### src/rtl/mem_lsu_pkg.sv
// Shared definitions for the data-memory load/store unit: op codes, FSM
// states and the per-op alignment / byte-lane helpers.
package mem_lsu_pkg;

  typedef enum logic [2:0] {
    LSU_LW  = 3'd0,
    LSU_LH  = 3'd1,
    LSU_LHU = 3'd2,
    LSU_LB  = 3'd3,
    LSU_LBU = 3'd4,
    LSU_SW  = 3'd5,
    LSU_SH  = 3'd6,
    LSU_SB  = 3'd7
  } lsu_op_e;

  typedef enum logic [1:0] {
    ST_IDLE,
    ST_MEM,
    ST_RESP
  } lsu_state_e;

  function automatic logic is_store(lsu_op_e op);
    return (op == LSU_SW) || (op == LSU_SH) || (op == LSU_SB);
  endfunction

  // Word ops need lane 0, half ops an even lane, byte ops any lane.
  function automatic logic is_aligned(lsu_op_e op, logic [1:0] lane);
    case (op)
      LSU_LW, LSU_SW:          return lane == 2'b00;
      LSU_LH, LSU_LHU, LSU_SH: return !lane[0];
      LSU_LB, LSU_LBU, LSU_SB: return 1'b1;
      default:                 return 1'b0;
    endcase
  endfunction

  function automatic logic [3:0] byte_enables(lsu_op_e op, logic [1:0] lane);
    case (op)
      LSU_LB, LSU_LBU, LSU_SB: return 4'b0001 << lane;
      LSU_LH, LSU_LHU, LSU_SH: return 4'b0011 << {lane[1], 1'b0};
      LSU_LW, LSU_SW:          return 4'b1111;
      default:                 return 4'b0000;
    endcase
  endfunction

  // Replicate the narrow store value across every lane so the memory only
  // has to honour the byte enables.
  function automatic logic [31:0] store_data(lsu_op_e op, logic [31:0] wdata);
    case (op)
      LSU_SB:  return {4{wdata[7:0]}};
      LSU_SH:  return {2{wdata[15:0]}};
      default: return wdata;
    endcase
  endfunction

endpackage

### src/rtl/load_extend.sv
// Selects the addressed byte/half of a returned memory word and sign- or
// zero-extends it to 32 bits; word loads pass through, stores yield zero.
module load_extend
  import mem_lsu_pkg::*;
(
  input  lsu_op_e     op,
  input  logic [1:0]  lane,
  input  logic [31:0] word,
  output logic [31:0] ext
);

  logic [7:0]  w_byte;
  logic [15:0] w_half;

  // Lane selection followed by extension according to the load type.
  always_comb begin
    w_byte = word[7:0];
    case (lane)
      2'd0: w_byte = word[7:0];
      2'd1: w_byte = word[15:8];
      2'd2: w_byte = word[23:16];
      2'd3: w_byte = word[31:24];
      default: w_byte = word[7:0];
    endcase
    w_half = lane[1] ? word[31:16] : word[15:0];
    ext    = '0;
    case (op)
      LSU_LB:  ext = {{24{w_byte[7]}}, w_byte};
      LSU_LBU: ext = {24'd0, w_byte};
      LSU_LH:  ext = {{16{w_half[15]}}, w_half};
      LSU_LHU: ext = {16'd0, w_half};
      LSU_LW:  ext = word;
      default: ext = '0;
    endcase
  end

endmodule

### src/rtl/mem_load_store_unit.sv
// Multi-cycle data-memory access unit: accepts one CPU load/store at a time,
// checks alignment, runs a req/ack transaction with the data memory and
// returns the extended load data (or an error) as a one-cycle response.
module mem_load_store_unit
  import mem_lsu_pkg::*;
#(
  parameter int unsigned ACK_TIMEOUT = 0
)
(
  input  logic        clk,
  input  logic        reset,
  input  logic        req_valid,
  output logic        req_ready,
  input  logic [2:0]  op,
  input  logic [31:0] addr,
  input  logic [31:0] wdata,
  output logic        resp_valid,
  output logic [31:0] rdata,
  output logic        err,
  output logic        mem_req,
  output logic        mem_we,
  output logic [31:0] mem_addr,
  output logic [3:0]  mem_be,
  output logic [31:0] mem_wdata,
  input  logic        mem_ack,
  input  logic [31:0] mem_rdata
);

  lsu_state_e  r_state;
  lsu_op_e     r_op;
  logic [1:0]  r_lane;
  logic [31:0] r_cnt;
  logic        r_req_ready;
  logic        r_resp_valid;
  logic [31:0] r_rdata;
  logic        r_err;
  logic        r_mem_req;
  logic        r_mem_we;
  logic [31:0] r_mem_addr;
  logic [3:0]  r_mem_be;
  logic [31:0] r_mem_wdata;

  lsu_op_e     w_op;
  logic        w_aligned;
  logic        w_timeout;
  logic [31:0] w_ext;

  assign w_op      = lsu_op_e'(op);
  assign w_aligned = is_aligned(w_op, addr[1:0]);
  // r_cnt counts completed MEM cycles without an ack; the last allowed one
  // is cycle ACK_TIMEOUT, i.e. when the count still reads ACK_TIMEOUT-1.
  assign w_timeout = (ACK_TIMEOUT != 0) && (r_cnt == ACK_TIMEOUT - 1);

  load_extend u_load_extend (
    .op   (r_op),
    .lane (r_lane),
    .word (mem_rdata),
    .ext  (w_ext)
  );

  // Access FSM with all outputs registered.
  always_ff @(posedge clk) begin
    if (reset) begin
      r_state      <= ST_IDLE;
      r_op         <= LSU_LW;
      r_lane       <= '0;
      r_cnt        <= '0;
      r_req_ready  <= 1'b1;
      r_resp_valid <= 1'b0;
      r_rdata      <= '0;
      r_err        <= 1'b0;
      r_mem_req    <= 1'b0;
      r_mem_we     <= 1'b0;
      r_mem_addr   <= '0;
      r_mem_be     <= '0;
      r_mem_wdata  <= '0;
    end else begin
      r_resp_valid <= 1'b0;
      case (r_state)
        ST_IDLE: begin
          if (req_valid) begin
            r_op        <= w_op;
            r_lane      <= addr[1:0];
            r_req_ready <= 1'b0;
            if (w_aligned) begin
              r_state     <= ST_MEM;
              r_cnt       <= '0;
              r_mem_req   <= 1'b1;
              r_mem_we    <= is_store(w_op);
              r_mem_addr  <= {addr[31:2], 2'b00};
              r_mem_be    <= byte_enables(w_op, addr[1:0]);
              r_mem_wdata <= store_data(w_op, wdata);
            end else begin
              r_state      <= ST_RESP;
              r_resp_valid <= 1'b1;
              r_err        <= 1'b1;
              r_rdata      <= '0;
            end
          end
        end
        ST_MEM: begin
          if (mem_ack) begin
            r_state      <= ST_RESP;
            r_mem_req    <= 1'b0;
            r_mem_we     <= 1'b0;
            r_resp_valid <= 1'b1;
            r_err        <= 1'b0;
            r_rdata      <= is_store(r_op) ? '0 : w_ext;
          end else if (w_timeout) begin
            r_state      <= ST_RESP;
            r_mem_req    <= 1'b0;
            r_mem_we     <= 1'b0;
            r_resp_valid <= 1'b1;
            r_err        <= 1'b1;
            r_rdata      <= '0;
          end else begin
            r_cnt <= r_cnt + 32'd1;
          end
        end
        ST_RESP: begin
          r_state     <= ST_IDLE;
          r_req_ready <= 1'b1;
        end
        default: begin
          r_state     <= ST_IDLE;
          r_req_ready <= 1'b1;
          r_mem_req   <= 1'b0;
          r_mem_we    <= 1'b0;
        end
      endcase
    end
  end

  assign req_ready  = r_req_ready;
  assign resp_valid = r_resp_valid;
  assign rdata      = r_rdata;
  assign err        = r_err;
  assign mem_req    = r_mem_req;
  assign mem_we     = r_mem_we;
  assign mem_addr   = r_mem_addr;
  assign mem_be     = r_mem_be;
  assign mem_wdata  = r_mem_wdata;

endmodule

### config.mk
export PLATFORM = sky130hd
export DESIGN_NAME = mem_load_store_unit
export DESIGN_NICKNAME = d
export VERILOG_FILES = /design/src/rtl/mem_lsu_pkg.sv /design/src/rtl/load_extend.sv /design/src/rtl/mem_load_store_unit.sv
export SDC_FILE = /design/constraint.sdc
export NUM_CORES = 1
export LEC_CHECK = 0
export ABC_AREA = 1
export BUFFER_PORTS_ARGS = -buffer_cell sky130_fd_sc_hd__buf_2
export CAP_MARGIN = 10
export CORE_ASPECT_RATIO = 1.25
export CORE_MARGIN = 2
export CORE_UTILIZATION = 53
export CTS_CLUSTER_DIAMETER = 80
export CTS_CLUSTER_SIZE = 16
export DETAILED_ROUTE_END_ITERATION = 16
export PLACE_DENSITY = 0.95
export SETUP_SLACK_MARGIN = 0.05
export SLEW_MARGIN = 10
export SYNTH_ARGS = -nofsm -noshare
export SYNTH_HDL_FRONTEND = slang
export SYNTH_SLANG_ARGS = --single-unit
### constraint.sdc
create_clock -name clk -period 3.3 [get_ports clk]
set_input_delay 0.33 -clock clk [delete_from_list [all_inputs] [get_ports clk]]
set_output_delay 0.33 -clock clk [all_outputs]
set_load 0.02 [all_outputs]
==> results.sh, run 1 <==
export IMPL_async_flop_share_pct=0
export IMPL_regToRegStartpoint="r_lane[1]"
export IMPL_seq_area_frac_synth_pct=41.8
export IMPL_root_buffer="clkbuf_16"
export IMPL_end_kind="register"
export IMPL_num_vias=5882
export IMPL_cts_hold_fix_buffers=0
export IMPL_r2r_cells=8
export IMPL_ys_ff_latch=110
export IMPL_crit_fanout=32
export IMPL_cts_max_level=3
export IMPL_crit_buf_inv=2
export IMPL_placed_area_um2=6250
export IMPL_die_w_um=93.1
export IMPL_hold_depth=3
export IMPL_final_common_cell="nand2_1"
export IMPL_arrival_ns=2.38
export IMPL_synth_edff_count=0
export IMPL_dpl_cell_count=1127
export IMPL_drc_errors=0
export IMPL_synthFlopType="dfxtp_1"
export IMPL_cts_sinks=110
export IMPL_die_area_um2=10800
export IMPL_first_pass_iters=5
export IMPL_grt_usage_pct=28.5
export IMPL_rsz0062_at_grt="no"
export IMPL_timing_slew_headroom_pct=36.0
export IMPL_antenna_cells=0
export IMPL_netlist_area_um2=5270
export IMPL_grt_use_met2_pct=48.7
export IMPL_insertion_delay_ns=0.35
export IMPL_drtIter0Drc=345
export IMPL_antenna_found_initial=0
export IMPL_grt_pass1_wl_mm=24.5
export IMPL_hold_viol=0
export IMPL_initial_core_util_pct=54.5
export IMPL_routedWlPerCell_um=13.6
export IMPL_num_rows=40
export IMPL_path_cells="inv_1, nand3_1, nand2_1, o21bai_2, buf_4, nand3_1, nand2_1, a21oi_1"
export IMPL_maxCapViolations=0
export IMPL_hp_start="addr[15]"
export IMPL_cts_setup_buffers=0
export IMPL_fin_crit_sh_pct=65.8
export IMPL_skew_ns=0.00985
export IMPL_via_per_inst=5.15
export IMPL_ys_warn_count=0
export IMPL_finalSetupViolations=0
export IMPL_status="finished, final reports clean"
export IMPL_regToRegSetupSlack_ns=1.13
export IMPL_portBuffers=205
export IMPL_power_density_nw_per_um2=506
export IMPL_grtUsageMet1_pct=32.5
export IMPL_fin_nets=1115
export IMPL_worstMarginPinSlew_ns=0.953
export IMPL_gp_congestion=0.917
export IMPL_crit_path_max_incr_delay_ns=0.62
export IMPL_overflow=0
export IMPL_hpwl_mm=11.3
export IMPL_final_cell_mix="343 x nand2_1, 204 x buf_2, 131 x a21oi_1"
export IMPL_fp_coreArea_um2=9660
export IMPL_avgSynthCellArea_um2=6.30
export IMPL_cts_tree="done"
export IMPL_grt_max_degree=69
export IMPL_design_area_um2=6550
export IMPL_grt_busiest_layer="met2"
export IMPL_use_met3_pct=7.61
export IMPL_min_period_ns=2.17
export IMPL_drive_above_1_share_pct=23.0
export IMPL_final_setup_tns_ns=0
export IMPL_fill_cells=840
export IMPL_grt_pass1_vias=5364
export IMPL_yosysUniqueCellTypes=20
export IMPL_cp_top_family="buffers and inverters"
export IMPL_io_pins=208
export IMPL_cp_start_kind="register"
export IMPL_wirelength_mm=15.5
export IMPL_cts_inserted_buffers=9
export IMPL_p_leak_nw=3.44
export IMPL_peakVddDrop_mv=0.364
export IMPL_areaGrowthSynthToFinish_pct=24.5
export IMPL_hp_class="input port to register"
export IMPL_maxSlewViolCount=0
export IMPL_ant_nets=0
export IMPL_hold_end="mem_addr[15]"
export IMPL_worstPathRequired_ns=3.51
export IMPL_crit_start="r_lane[1]"
export IMPL_r2r_end="rdata[7]"
export IMPL_crit_slowest_cell="dfxtp_1"
export IMPL_cts_resized=0
export IMPL_clockBufferDepth=2
export IMPL_synthesis_instances=836
export IMPL_final_cells=1143
export IMPL_worstSetupPathType="register to register"
export IMPL_clk_pin_slew_ns=0.08
export IMPL_die_y_um=115
export IMPL_max_freq_mhz=461
## metrics by stage
stage	worst slack, ns	utilization, %	hold WS, ns	total power [mW]
after detailed placement	1.20	64.7	0.452	2.26
after global placement	1.26	64.7	0.445	2.24
after global routing	0.848	67.8	0.212	3.48
final	1.13	67.8	0.221	3.32
after floorplan	1.82	-	0.470	2.03
after CTS	1.18	67.8	0.210	3.33
## kinds of logic after synthesis
logic type | Yosys count | synth area share (%)
AND/OR/NAND/NOR | 438 | 31.8
other | 1 | 0.0712
flip-flops | 110 | 41.8
AO/OA/AOI/OAI | 176 | 16.9
buffers and inverters | 111 | 9.32
## cells in the mapped netlist, types with 2 or more instances
cell      number  share of area, %
buf_4          5              0.71
nand2_1      343                24
a21oi_1      132                13
buf_6          6               1.3
o21ai_0       41               3.9
clkbuf_1      28               2.0
nand3_1       15               1.4
dfxtp_1      110                42
inv_1         62               4.4
inv_2          2              0.14
buf_2          8              0.76
nor2_1        76               5.4
## worst reg2reg max path, delay by kind of cell, from the launching register on
kind                   cells  cell delay, ns
AOI/OAI and AO/OA          2            0.17
DFF                        1            0.62
buffers and inverters      2            0.77
and+or+nand+nor            4            0.48
## where the power goes
part	leakage (nW)	internal (mW)	switching, mW
Sequential	0.897	1.41	0.0500
Combinational	2.40	0.253	0.527
Clock	0.144	0.552	0.525
## worst max-delay path by stage
stage	slack, ns	depth (start not counted)	to
final	1.13	8	rdata[7]
after global routing	0.85	8	rdata[29]
after CTS	1.18	8	rdata[7]
after detailed placement	1.20	8	rdata[7]
after global placement	1.26	8	rdata[7]
after floorplan	1.82	9	rdata[5]
## per-layer routing
| metal | vias to the layer above | wire [um] |
|---|---|---|
| li1 | 2967 | - |
| met1 | 2570 | 5770 |
| met2 | 291 | 7500 |
| met3 | 54 | 1550 |
| met4 | 0 | 691 |
| met5 | - | 0 |
## registers in the layout (all words and copies together) (netlist names), 2 cells and up
register,count
mem_be,4
rdata,32
mem_addr,30
r_op,3
r_lane,2
mem_wdata,32
r_state,2
## cell type report
class                           count  area, um2  share of cell area [%]
Sequential cell                   110       2200                    33.6
Inverter                           64        240                    3.67
Timing Repair Buffer              211       1070                    16.4
Clock buffer                       10        239                    3.65
Clock inverter                      6       61.3                   0.935
Multi-Input combinational cell    616       2580                    39.4
Tap cell                          126        158                    2.41
Power figures use the tool's default switching activity.
==> run 2: changes to the inputs <==
ABC_AREA = 0   (was 1)
CORE_UTILIZATION = 50   (was 53)
PLACE_DENSITY = 0.92   (was 0.95)
clock period = 2.1 ns   (was 3.3 ns; I/O delays follow)
==> run 2 against run 1 <==
Effect of this change:
- routed wire length fell by 1.8%
- critical path depth down 4
- combinational power increased by 44%
- synthesized cell count fell by 28%
- area after synthesis increased by 8.7%
- worst setup slack worse by 0.82 ns
- largest power group unchanged
==> results.sh, run 2 <==
export IMPL_status="finished, final reports clean"
export IMPL_p_seq_share_pct=43.9
export IMPL_hold_viol=0
export IMPL_hp_class="input port to register"
export IMPL_clockBufferDepth=2
export IMPL_avgSynthCellArea_um2=9.46
export IMPL_die_area_um2=12300
export IMPL_yosysMostFrequentCell="dfxtp_1"
export IMPL_maxCapViolations=0
export IMPL_drc_errors=0
export IMPL_cts_sinks=110
export IMPL_cts_inserted_buffers=9
export IMPL_num_vias=5279
export IMPL_async_flop_share_pct=0
export IMPL_intPower_mw=3.73
export IMPL_cts_resized=0
export IMPL_power_share_switching_pct=28.5
export IMPL_p_leak_nw=3.30
export IMPL_netlist_area_um2=5720
export IMPL_wirelength_mm=15.2
export IMPL_synthFlopType="dfxtp_1"
export IMPL_yosysUniqueCellTypes=51
export IMPL_rsz0062_at_grt="no"
export IMPL_clk_pin_slew_ns=0.07
export IMPL_synth_edff_count=0
export IMPL_skew_ns=0.00556
export IMPL_cts_max_level=3
export IMPL_grt_max_degree=130
export IMPL_antenna_cells=0
export IMPL_p_clk_share_pct=34.7
export IMPL_design_area_um2=7110
export IMPL_cp_start_kind="register"
export IMPL_max_freq_mhz=558
export IMPL_end_kind="register"
export IMPL_io_pins=208
export IMPL_final_cell_mix="204 x buf_2, 110 x dfxtp_1, 94 x nand2b_1"
export IMPL_ant_nets=0
export IMPL_worstMarginPinSlew_ns=0.700
export IMPL_ys_warn_count=0
export IMPL_die_w_um=99.7
export IMPL_gp_congestion=0.908
export IMPL_num_rows=43
export IMPL_drtIter0Drc=300
export IMPL_netlist_area_leader_share_pct=38.5
export IMPL_peakVddDrop_mv=0.346
export IMPL_grt_usage_pct=23.9
export IMPL_portBuffers=205
export IMPL_ys_top_cells_by_count="110 x dfxtp_1, 94 x nand2b_1, 62 x mux2i_1"
export IMPL_worstSetupPathType="register to register"
export IMPL_grt_pass1_wl_mm=23.6
export IMPL_cts_setup_buffers=0
export IMPL_placed_area_um2=6790
export IMPL_cts_hold_fix_buffers=0
export IMPL_pwr_share_comb_pct=21.4
export IMPL_final_setup_tns_ns=0
export IMPL_dpl_cell_count=906
export IMPL_fin_nets=885
export IMPL_maxSlewViolCount=0
export IMPL_die_y_um=124
export IMPL_antenna_found_initial=0
export IMPL_drive_above_1_share_pct=33.3
export IMPL_routedWlPerCell_um=16.5
export IMPL_first_pass_iters=6
export IMPL_seq_area_frac_synth_pct=38.5
export IMPL_synthTopCellsByArea="dfxtp_1 38%, mux2i_1 11%, nand2b_1 10%, o2bb2ai_1 3.8%, nor2b_1 3.3%"
export IMPL_final_common_cell="buf_2"
export IMPL_finalSetupViolations=0
export IMPL_overflow=0
export IMPL_switchingPower_mw=1.49
export IMPL_crit_fanout=39
export IMPL_initial_core_util_pct=51.4
export IMPL_arrival_ns=2.06
export IMPL_yosys_area_top_type="dfxtp_1"
export IMPL_synthesis_instances=605
export IMPL_grt_pass1_vias=4961
export IMPL_cts_tree="done"
export IMPL_power_density_nw_per_um2=734
export IMPL_timing_slew_headroom_pct=53.1
export IMPL_utilization_pct=63.8
export IMPL_areaGrowthSynthToFinish_pct=24.2
export IMPL_min_period_ns=1.79
export IMPL_fin_crit_sh_pct=85.4
export IMPL_fill_cells=933
export IMPL_hpwl_mm=11.1
export IMPL_fp_coreArea_um2=11100
export IMPL_insertion_delay_ns=0.34
export IMPL_final_cells=922
export IMPL_via_per_inst=5.73
export IMPL_root_buffer="clkbuf_16"
export IMPL_ys_ff_latch=110
export IMPL_worstPathRequired_ns=2.37
-- run 2: changes by cell type after synthesis, sizes merged, moves of 56 or more --
cell	change
inv	-63
nand2	-301
a21oi	-101
nand2b	+95
nor2	-56
mux2i	+62
-- run 2: stage by stage --
step	hold WS (ns)	total power, mW	setup WS [ns]
2_1_floorplan	0.346	3.08	0.462
3_3_place_gp	0.441	3.42	0.308
3_5_place_dp	0.443	3.45	0.218
4_1_cts	0.112	5.25	0.208
5_1_grt	0.115	5.44	0.177
6_report	0.123	5.22	0.307
-- run 2: metal layers --
layer | routed length, um | global-route usage, %
met1 | 5860 | 27.7
met2 | 7350 | 40.7
met3 | 1370 | 5.61
met4 | 648 | 13.3
met5 | 0 | 0
-- run 2: cells by family after synthesis --
group                  share of synthesized area, %
and+or+nand+nor                                20.7
AOI/OAI and AO/OA                              18.9
muxes                                          16.7
other                                        0.0655
DFF                                            38.5
buffers and inverters                          5.12
-- run 2: worst paths after layout --
path / from / to / slack [ns] / cells past startpoint
worst max register to register: r_state[1] / mem_addr[17] / 0.31 / 4
worst min-delay path: addr[11] / mem_addr[11] / 0.12 / 3
worst max-delay path: r_state[1] / mem_addr[17] / 0.31 / 4
worst min register to register: mem_req / mem_req / 0.46 / 2
-- run 2: power groups by stage --
stage               clock network [mW]  logic [mW]  registers [mW]
finish                            1.81        1.12            2.29
global route                      1.93        1.20            2.31
CTS                               1.85        1.11            2.29
detailed placement                   0        1.11            2.34
global placement                     0        1.09            2.33
floorplan                            0       0.608            2.47
-- run 2: critical path: stages, from the launching register on --
cell     delay (ns)
dfxtp_1        0.38
or3b_1         0.58
a21oi_4        0.21
buf_12         0.26
mux2i_1        0.23
-- run 2: final cells by class --
class	instances	area [um2]	area share (%)
Inverter	1	3.75	0.0528
Clock inverter	6	86.3	1.21
Tap cell	135	169	2.38
Clock buffer	10	229	3.22
Multi-Input combinational cell	439	3230	45.5
Timing Repair Buffer	221	1190	16.7
Sequential cell	110	2200	31.0
==> run 3: changes to the inputs <==
CORE_ASPECT_RATIO = 1.2   (was 1.25)
PLACE_DENSITY = 0.85   (was 0.92)
==> run 3 against run 2 <==
Effect of this change:
- critical path depth unchanged
- non-clock buffer count grew 3
- fmax shrank 0.67%
- first-iteration DRC count is 17% lower
- via count shrank 0.34%
- flip-flop and latch count is the same
- power is essentially flat
- global-route usage increased by 2.1 points
- worst hold slack got worse by 0.0087 ns
- clock skew rose by 0.0012 ns
- die area about the same
- worst setup slack lost 0.012 ns
==> results.sh, run 3 (same netlist as run 2, synthesis figures left out) <==
export IMPL_cts_hold_fix_buffers=0
export IMPL_p_seq_share_pct=43.9
export IMPL_r2r_end="mem_addr[23]"
export IMPL_routedWlPerCell_um=17.0
export IMPL_first_pass_iters=5
export IMPL_root_buffer="clkbuf_16"
export IMPL_power_mw=5.23
export IMPL_regToRegSetupSlack_ns=0.30
export IMPL_p_clk_share_pct=34.6
export IMPL_final_common_cell="buf_2"
export IMPL_status="finished, final reports clean"
export IMPL_cts_sinks=110
export IMPL_via_per_inst=5.57
export IMPL_grt_max_degree=121
export IMPL_maxCapViolations=0
export IMPL_cts_max_level=3
export IMPL_wirelength_mm=16.0
export IMPL_fin_nets=888
export IMPL_peakVddDrop_mv=0.440
export IMPL_drtIter0Drc=249
export IMPL_max_freq_mhz=554
export IMPL_num_rows=42
export IMPL_final_cell_mix="204 x buf_2, 110 x dfxtp_1, 94 x nand2b_1"
export IMPL_overflow=0
export IMPL_cts_resized=0
export IMPL_worstMarginPinSlew_ns=0.587
export IMPL_cts_tree="done"
export IMPL_min_period_ns=1.80
export IMPL_crit_start="r_state[1]"
export IMPL_rsz0062_at_grt="no"
export IMPL_clockBufferDepth=2
export IMPL_switchingPower_mw=1.58
export IMPL_crit_fanout=39
export IMPL_fin_crit_sh_pct=85.9
export IMPL_die_y_um=121
export IMPL_finalSetupViolations=0
export IMPL_regArea_um2=2200
export IMPL_initial_core_util_pct=51.6
export IMPL_skew_ns=0.00677
export IMPL_hp_class="input port to register"
export IMPL_insertion_delay_ns=0.35
export IMPL_maxSlewViolCount=0
export IMPL_io_pins=208
export IMPL_cts_inserted_buffers=9
export IMPL_die_area_um2=12300
export IMPL_cp_start_kind="register"
export IMPL_areaGrowthSynthToFinish_pct=25.0
export IMPL_portBuffers=205
export IMPL_antenna_found_initial=0
export IMPL_r2r_cells=4
export IMPL_drive_above_1_share_pct=33.5
export IMPL_grt_pass1_wl_mm=25.4
export IMPL_intPower_mw=3.65
export IMPL_arrival_ns=2.08
export IMPL_regToRegStartpoint="r_state[1]"
export IMPL_fill_cells=907
export IMPL_final_setup_tns_ns=0
export IMPL_drc_errors=0
export IMPL_hpwl_mm=11.8
export IMPL_cp_endpoint="mem_addr[23]"
export IMPL_ant_nets=0
export IMPL_num_vias=5261
export IMPL_gp_congestion=0.942
export IMPL_cts_setup_buffers=0
export IMPL_clk_pin_slew_ns=0.08
export IMPL_antenna_cells=0
export IMPL_timing_slew_headroom_pct=59.9
export IMPL_die_w_um=102
export IMPL_fp_coreArea_um2=11100
export IMPL_power_share_switching_pct=30.2
export IMPL_worstSetupPathType="register to register"
export IMPL_end_kind="register"
export IMPL_pwr_share_comb_pct=21.6
export IMPL_p_leak_nw=3.31
export IMPL_power_density_nw_per_um2=730
export IMPL_hold_viol=0
export IMPL_grt_pass1_vias=5221
export IMPL_worstPathRequired_ns=2.37
export IMPL_multi_input_area_um2=3230
export IMPL_grt_usage_pct=26.0
[run 3: per-layer routing]
metal | wire [um] | vias up | global-route usage [%] | share of wire [%]
met1 | 6310 | 2467 | 31.0 | 39
met3 | 1340 | 35 | 6.57 | 8.4
li1 | - | 2509 | - | -
met4 | 478 | 0 | 10.1 | 3.0
met2 | 7870 | 250 | 44.3 | 49
met5 | 0 | - | 0 | 0
[run 3: stage by stage]
stage / cells / utilization [%] / worst slack [ns] / area (um2) / hold slack (ns)
after floorplan: 606 / - / 0.462 / 5730 / 0.346
after global placement: 928 / 61.7 / 0.404 / 6840 / 0.439
after detailed placement: 928 / 61.7 / 0.310 / 6840 / 0.445
after CTS: 944 / 64.5 / 0.295 / 7150 / 0.106
after global routing: 944 / 64.5 / 0.205 / 7150 / 0.114
final: 944 / 64.5 / 0.295 / 7150 / 0.114
[run 3: area by class of cell]
type                            count  area share (%)
Clock buffer                        9            3.15
Timing Repair Buffer              224            16.9
Sequential cell                   110            30.8
Tap cell                          154            2.69
Inverter                            1          0.0525
Clock inverter                      7            1.26
Multi-Input combinational cell    439            45.2
[run 3: worst min path at each step]
stage                  endpoint      start  cells after the start
floorplan             r_lane[0]    addr[0]                      2
global placement      rdata[10]  rdata[10]                      1
detailed placement    rdata[13]  rdata[13]                      1
CTS                 mem_addr[4]    addr[4]                      3
global route        mem_addr[4]    addr[4]                      3
finish              mem_addr[4]    addr[4]                      3
[run 3: power by group through the flow]
| stage | combinational [mW] | sequential, mW | clock (mW) |
|---|---|---|---|
| finish | 1.13 | 2.29 | 1.81 |
| global route | 1.21 | 2.31 | 1.92 |
| CTS | 1.12 | 2.29 | 1.84 |
| detailed placement | 1.12 | 2.34 | 0 |
| global placement | 1.09 | 2.33 | 0 |
| floorplan | 0.608 | 2.47 | 0 |
[run 3: worst max-delay path, stage by stage, from the launching register on]
cell     delay (ns)
dfxtp_1        0.39
or3b_1         0.58
a21oi_4        0.21
buf_12         0.27
mux2i_1        0.25
